==> src/rtl/fault_syndrome_collector.sv <==
// Response-compaction stage for the good/faulty c5315 pair: builds a per-fault
// pass/fail syndrome (one bit per pattern) and keeps fault and detection counts.
module fault_syndrome_collector #(
    parameter int unsigned OUT_W    = 123,
    parameter int unsigned TEST_CNT = 124,
    parameter int unsigned CNT_W    = 13
) (
    input  logic                clk,
    input  logic                rst_n,
    input  logic                fault_start,
    input  logic                vec_valid,
    input  logic                vec_last,
    input  logic [OUT_W-1:0]    good_out,
    input  logic [OUT_W-1:0]    faulty_out,
    input  logic                clear_stats,
    output logic                busy,
    output logic [TEST_CNT-1:0] syndrome,
    output logic                syn_valid,
    output logic                detected,
    output logic [7:0]          pat_count,
    output logic [CNT_W-1:0]    fault_count,
    output logic [CNT_W-1:0]    det_count,
    output logic                pat_ovf
);

    localparam int unsigned PAT_W = 8;

    typedef enum logic [0:0] {
        ST_IDLE    = 1'b0,
        ST_COLLECT = 1'b1
    } state_t;

    state_t              r_state;
    logic                r_busy;
    logic [TEST_CNT-1:0] r_work_syn;
    logic [PAT_W-1:0]    r_pat_count;
    logic [TEST_CNT-1:0] r_syndrome;
    logic                r_detected;
    logic                r_syn_valid;
    logic [CNT_W-1:0]    r_fault_count;
    logic [CNT_W-1:0]    r_det_count;
    logic                r_pat_ovf;

    state_t              w_state_nxt;
    logic [TEST_CNT-1:0] w_work_nxt;
    logic [PAT_W-1:0]    w_pat_nxt;
    logic [TEST_CNT-1:0] w_syn_nxt;
    logic                w_det_nxt;
    logic                w_sv_nxt;
    logic [CNT_W-1:0]    w_fc_nxt;
    logic [CNT_W-1:0]    w_dc_nxt;
    logic                w_ovf_nxt;
    logic                w_full;
    logic                w_mismatch;
    logic [TEST_CNT-1:0] w_final_syn;

    // State and result registers
    always_ff @(posedge clk or negedge rst_n) begin
        if (!rst_n) begin
            r_state       <= ST_IDLE;
            r_busy        <= 1'b0;
            r_work_syn    <= '0;
            r_pat_count   <= '0;
            r_syndrome    <= '0;
            r_detected    <= 1'b0;
            r_syn_valid   <= 1'b0;
            r_fault_count <= '0;
            r_det_count   <= '0;
            r_pat_ovf     <= 1'b0;
        end else begin
            r_state       <= w_state_nxt;
            r_busy        <= (w_state_nxt == ST_COLLECT);
            r_work_syn    <= w_work_nxt;
            r_pat_count   <= w_pat_nxt;
            r_syndrome    <= w_syn_nxt;
            r_detected    <= w_det_nxt;
            r_syn_valid   <= w_sv_nxt;
            r_fault_count <= w_fc_nxt;
            r_det_count   <= w_dc_nxt;
            r_pat_ovf     <= w_ovf_nxt;
        end
    end

    // Next-state and result computation
    always_comb begin
        w_state_nxt = r_state;
        w_work_nxt  = r_work_syn;
        w_pat_nxt   = r_pat_count;
        w_syn_nxt   = r_syndrome;
        w_det_nxt   = r_detected;
        w_sv_nxt    = 1'b0;
        w_fc_nxt    = r_fault_count;
        w_dc_nxt    = r_det_count;
        w_ovf_nxt   = r_pat_ovf;

        w_full      = (r_pat_count == PAT_W'(TEST_CNT));
        w_mismatch  = (good_out != faulty_out);
        // Unwritten working bits are always 0, so OR-ing in the new bit is enough
        w_final_syn = r_work_syn;
        if (w_mismatch && !w_full) begin
            w_final_syn = r_work_syn | (TEST_CNT'(1) << r_pat_count);
        end

        case (r_state)
            ST_IDLE: begin
                if (fault_start) begin
                    w_work_nxt  = '0;
                    w_pat_nxt   = '0;
                    w_state_nxt = ST_COLLECT;
                end
            end
            ST_COLLECT: begin
                if (vec_valid) begin
                    if (w_full) begin
                        w_ovf_nxt = 1'b1;
                    end else begin
                        w_work_nxt = w_final_syn;
                        w_pat_nxt  = r_pat_count + PAT_W'(1);
                    end
                    if (vec_last) begin
                        w_syn_nxt   = w_final_syn;
                        w_det_nxt   = |w_final_syn;
                        w_sv_nxt    = 1'b1;
                        w_state_nxt = ST_IDLE;
                        if (r_fault_count != '1) begin
                            w_fc_nxt = r_fault_count + CNT_W'(1);
                        end
                        if ((|w_final_syn) && (r_det_count != '1)) begin
                            w_dc_nxt = r_det_count + CNT_W'(1);
                        end
                    end
                end
                // Abort, or back-to-back restart after a coincident completion
                if (fault_start) begin
                    w_work_nxt  = '0;
                    w_pat_nxt   = '0;
                    w_state_nxt = ST_COLLECT;
                end
            end
            default: begin
                w_state_nxt = ST_IDLE;
            end
        endcase

        if (clear_stats) begin
            w_fc_nxt  = '0;
            w_dc_nxt  = '0;
            w_ovf_nxt = 1'b0;
        end
    end

    assign busy        = r_busy;
    assign syndrome    = r_syndrome;
    assign syn_valid   = r_syn_valid;
    assign detected    = r_detected;
    assign pat_count   = r_pat_count;
    assign fault_count = r_fault_count;
    assign det_count   = r_det_count;
    assign pat_ovf     = r_pat_ovf;

endmodule

==> config.mk <==
export PLATFORM = sky130hd
export DESIGN_NAME = fault_syndrome_collector
export DESIGN_NICKNAME = d
export VERILOG_FILES = /design/src/rtl/fault_syndrome_collector.sv
export SDC_FILE = /design/constraint.sdc
export NUM_CORES = 1
export LEC_CHECK = 0
export ABC_AREA = 1
export CORE_ASPECT_RATIO = 1.5
export CORE_MARGIN = 4
export CORE_UTILIZATION = 40
export DETAILED_ROUTE_END_ITERATION = 8
export PLACE_DENSITY = 0.78
export SYNTH_ARGS = -nofsm -noshare
export SYNTH_HDL_FRONTEND = slang
export SYNTH_SLANG_ARGS = --single-unit
==> constraint.sdc <==
create_clock -name clk -period 2.7 [get_ports clk]
set_input_delay 0.81 -clock clk [delete_from_list [all_inputs] [get_ports clk]]
set_output_delay 0.81 -clock clk [all_outputs]
set_load 0.02 [all_outputs]
==> results.yml <==
sta:
  maxSlewViolCount: 0
  worst_pin_slew_ps: 679
  setup_viol: 16
  rsz0062_at_grt: "yes"
  fmax_ghz: 0.317
  maxSlewHeadroom_pct: 54.7
  min_period_ps: 3150
  hold_viol: 0
  worst_slack_ps: -454
  holdWs_ps: 257
  finClkSkew_ps: 15.2
  fin_crit_sh_pct: 117
route:
  dr_total_vias: 16700
  first_pass_iters: 6
  dr_wl_met3_um: 3860
  wl_met2_um: 31000
  wl_um: 59700
  drc_errors: 0
  wl_met1_um: 20000
  top_layer_used: "met4"
  drt-wirelength-per-cell_um: 18.3
  detail-route-antenna-nets: 0
  viasPerCell: 5.11
  drt_iter0_markers: 1403
yosys:
  synth_most_common_cell: "nand2_1"
  ys_warn_count: 0
  ys_ff_latch: 286
  syn_inst: 2090
  synth_seq_area_share_pct: 45.5
  synth_adder_area_share_pct: 0.637
  yosys.area.top_type_share_pct: 45.5
  synth-compound-area-share_pct: 11.3
  async_reset_ff_share_pct: 100
  synth-simple-area-share_pct: 24.6
  syn_avg_cell_area_um2: 7.52
  synth_top_family_by_area: "simple AND/OR/NAND/NOR gates"
  synth_mux_area_share_pct: 0
  synth_nets: 2350
  ys.flop_type: "dfrtp_1"
  synth_xor_area_share_pct: 6.91
  yosys.area.top_type: "dfrtp_1"
  synth_edf_count: 0
  yosys.cell_types.count: 30
  syn_area_um2: 15700
  synthTopCellsByArea: "dfrtp_1 46%, nand2_1 11%, inv_1 7.8%, xnor2_1 6.5%, a211oi_1 5.8%"
  synth_common_cells: "459 x nand2_1, 328 x inv_1, 286 x dfrtp_1"
outcome:
  status: "complete, but fails checks"
  violations: "negative setup slack"
pwr:
  leakage_nw: 11.4
  power.internal_w: 0.00732
  comb_power_share_pct: 17.0
  seqPwrFrac_pct: 43.4
  power_density_nw_per_um2: 422
  p_switching_w: 0.00276
  sw_frac_of_total_pct: 27.4
  peakVddDrop_mv: 0.461
  p_clk_share_pct: 39.7
clocking:
  clk_pin_slew_ps: 70
  h-tree-depth: 1
  cts.sinks: 286
  clk_latency_ps: 570
  cts_buffer_depth: 3
  cts_tree: "built"
  cts_root_buf: "clkbuf_16"
  cts.hold.buffers_added: 0
  cts-buffers-inserted: 27
place:
  post_dp_cell_area_um2: 22400
  portBuffers: 413
  gp_congestion: 0.970
  dp_hpwl_um: 44300
global_routing:
  grt_max_degree: 151
  grt_pass1_vias: 17100
  grt_usage_pct: 26.2
  overflow: 0
  grt_pass1_wl_um: 89300
  antenna_found_initial: 1
finish:
  drive_gt1_share_pct: 25.3
  area_growth_pct: 51.9
  nets: 3011
  final_area_um2: 23900
  num_antenna_cells: 0
floorplanning:
  rows: 88
  die_h_um: 251
  die-area_um2: 42600
  io_pins: 414
  core_region_area_um2: 38600
  initial_core_util_pct: 40.7
  fp.dieW_um: 170
critical_path:
  cp.required_ps: 3150
  critPathCaptureType: "register"
  cp-start-kind: "primary input"
  rrSetupSlack_ps: -410
  crit_arrival_ps: 3600
  r2r-start: "pat_count[0]"
  crit_type: "primary input to register"
  worst-path-max-fanout: 7
  worstReg2RegEnd: "det_count[9]"
  r2r_cells: 18
job:
  maxCapViolCount: 0
min_path:
  hold_class: "primary input to asynchronous set/reset pin"
[worst max-delay path, stage by stage]
cell and delay [ps]:
clkdlybuf4s15_2 250, xnor2_2 190, nand2_2 70, nor2_2 100, nand2_1 60, nor2_1 80
nand2_1 90, nor2_4 170, nand2_8 70, buf_12 160, buf_16 140, nand3_1 90
nand2_2 80, nor2_2 120, nand2_1 70, nor2_1 110, nand2_1 120, nor2_4 180
nand2_2 100, nor2_4 220, nor2_4 110, nand4_1 110, nand2_1 70
[layout make-up]
| class | instances | area [µm²] |
|---|---|---|
| fill | 3278 | 14800 |
| multi-input combinational | 1358 | 7660 |
| sequential | 286 | 7160 |
| timing repair buffer | 734 | 6200 |
| inverter | 344 | 1300 |
| clock buffer | 38 | 787 |
| tap | 495 | 619 |
| clock inverter | 12 | 138 |
[power groups by stage]
| stage | Combinational [W] | Sequential [W] | Clock [W] |
|---|---|---|---|
| global route | 0.00185 | 0.00438 | 0.00421 |
| finish | 0.00171 | 0.00437 | 0.00400 |
| global placement | 0.00167 | 0.00445 | 0 |
| detailed placement | 0.00169 | 0.00445 | 0 |
| floorplan | 0.000611 | 0.00450 | 0 |
| CTS | 0.00168 | 0.00437 | 0.00406 |
[what timing repair did]
action	in CTS	in global routing
setup endpoints to repair	264	27
pin swaps	187	224
cloned	5	6
buffers inserted	22	15
gates resized for setup	408	410
[cells by family after synthesis]
kind of cell               count (synthesis)
xor gates and xnor gates                 124
buffers and inverters                    448
AOI/OAI and AO/OA                        292
and+or+nand+nor                          932
adders and majority gates                  8
DFF                                      286
[placed cells by master (no fill, tap or decap), drive strengths merged, types with 8 or more instances in the layout]
cell type | netlist | final
nor4 | 8 | 8
buf | 29 | 335
nor2 | 243 | 244
clkdlybuf4s15 | 0 | 43
clkdlybuf4s50 | 0 | 162
a21oi | 23 | 23
inv | 341 | 345
nand4 | 21 | 21
nand3 | 149 | 150
ha | 8 | 8
o21ai | 140 | 140
xor2 | 8 | 8
clkbuf | 75 | 168
nor3 | 44 | 44
dfrtp | 286 | 286
xnor2 | 116 | 116
a211oi | 122 | 122
dlygate4sd2 | 0 | 60
nand2 | 460 | 460
[stage by stage]
| step | worst slack [ps] | cells | TNS, ps | utilization (%) | power [W] |
|---|---|---|---|---|---|
| final | -454 | 3267 | -6570 | 61.8 | 0.0101 |
| after global placement | -1730 | 3180 | -209740 | 58.0 | 0.00612 |
| after CTS | -427 | 3252 | -5630 | 61.4 | 0.0101 |
| after detailed placement | -1830 | 3180 | -220040 | 58.0 | 0.00614 |
| after global routing | -548 | 3267 | -7980 | 61.8 | 0.0104 |
| after floorplan | -126 | 2090 | -1260 | - | 0.00511 |
[registers in the layout, summed over array words and instances (netlist names)]
name,flops
pat_ovf,1
det_count,13
syn_valid,1
pat_count,8
detected,1
syndrome,124
busy,1
r_work_syn,124
fault_count,13
[layer usage]
metal,GRT usage (%),up-vias
li1,-,7918
met1,27.4,7736
met5,0,-
met3,3.48,245
met4,16.5,0
met2,48.7,806
[worst max path at each step]
stage | slack, ps | end | start
after global placement | -1730 | det_count[7] | good_out[117]
after global routing | -550 | det_count[9] | faulty_out[107]
final | -450 | det_count[9] | faulty_out[105]
after detailed placement | -1830 | det_count[9] | good_out[117]
after CTS | -430 | detected | good_out[87]
after floorplan | -130 | det_count[10] | faulty_out[103]
No activity file was read; power rests on OpenSTA's default activity.
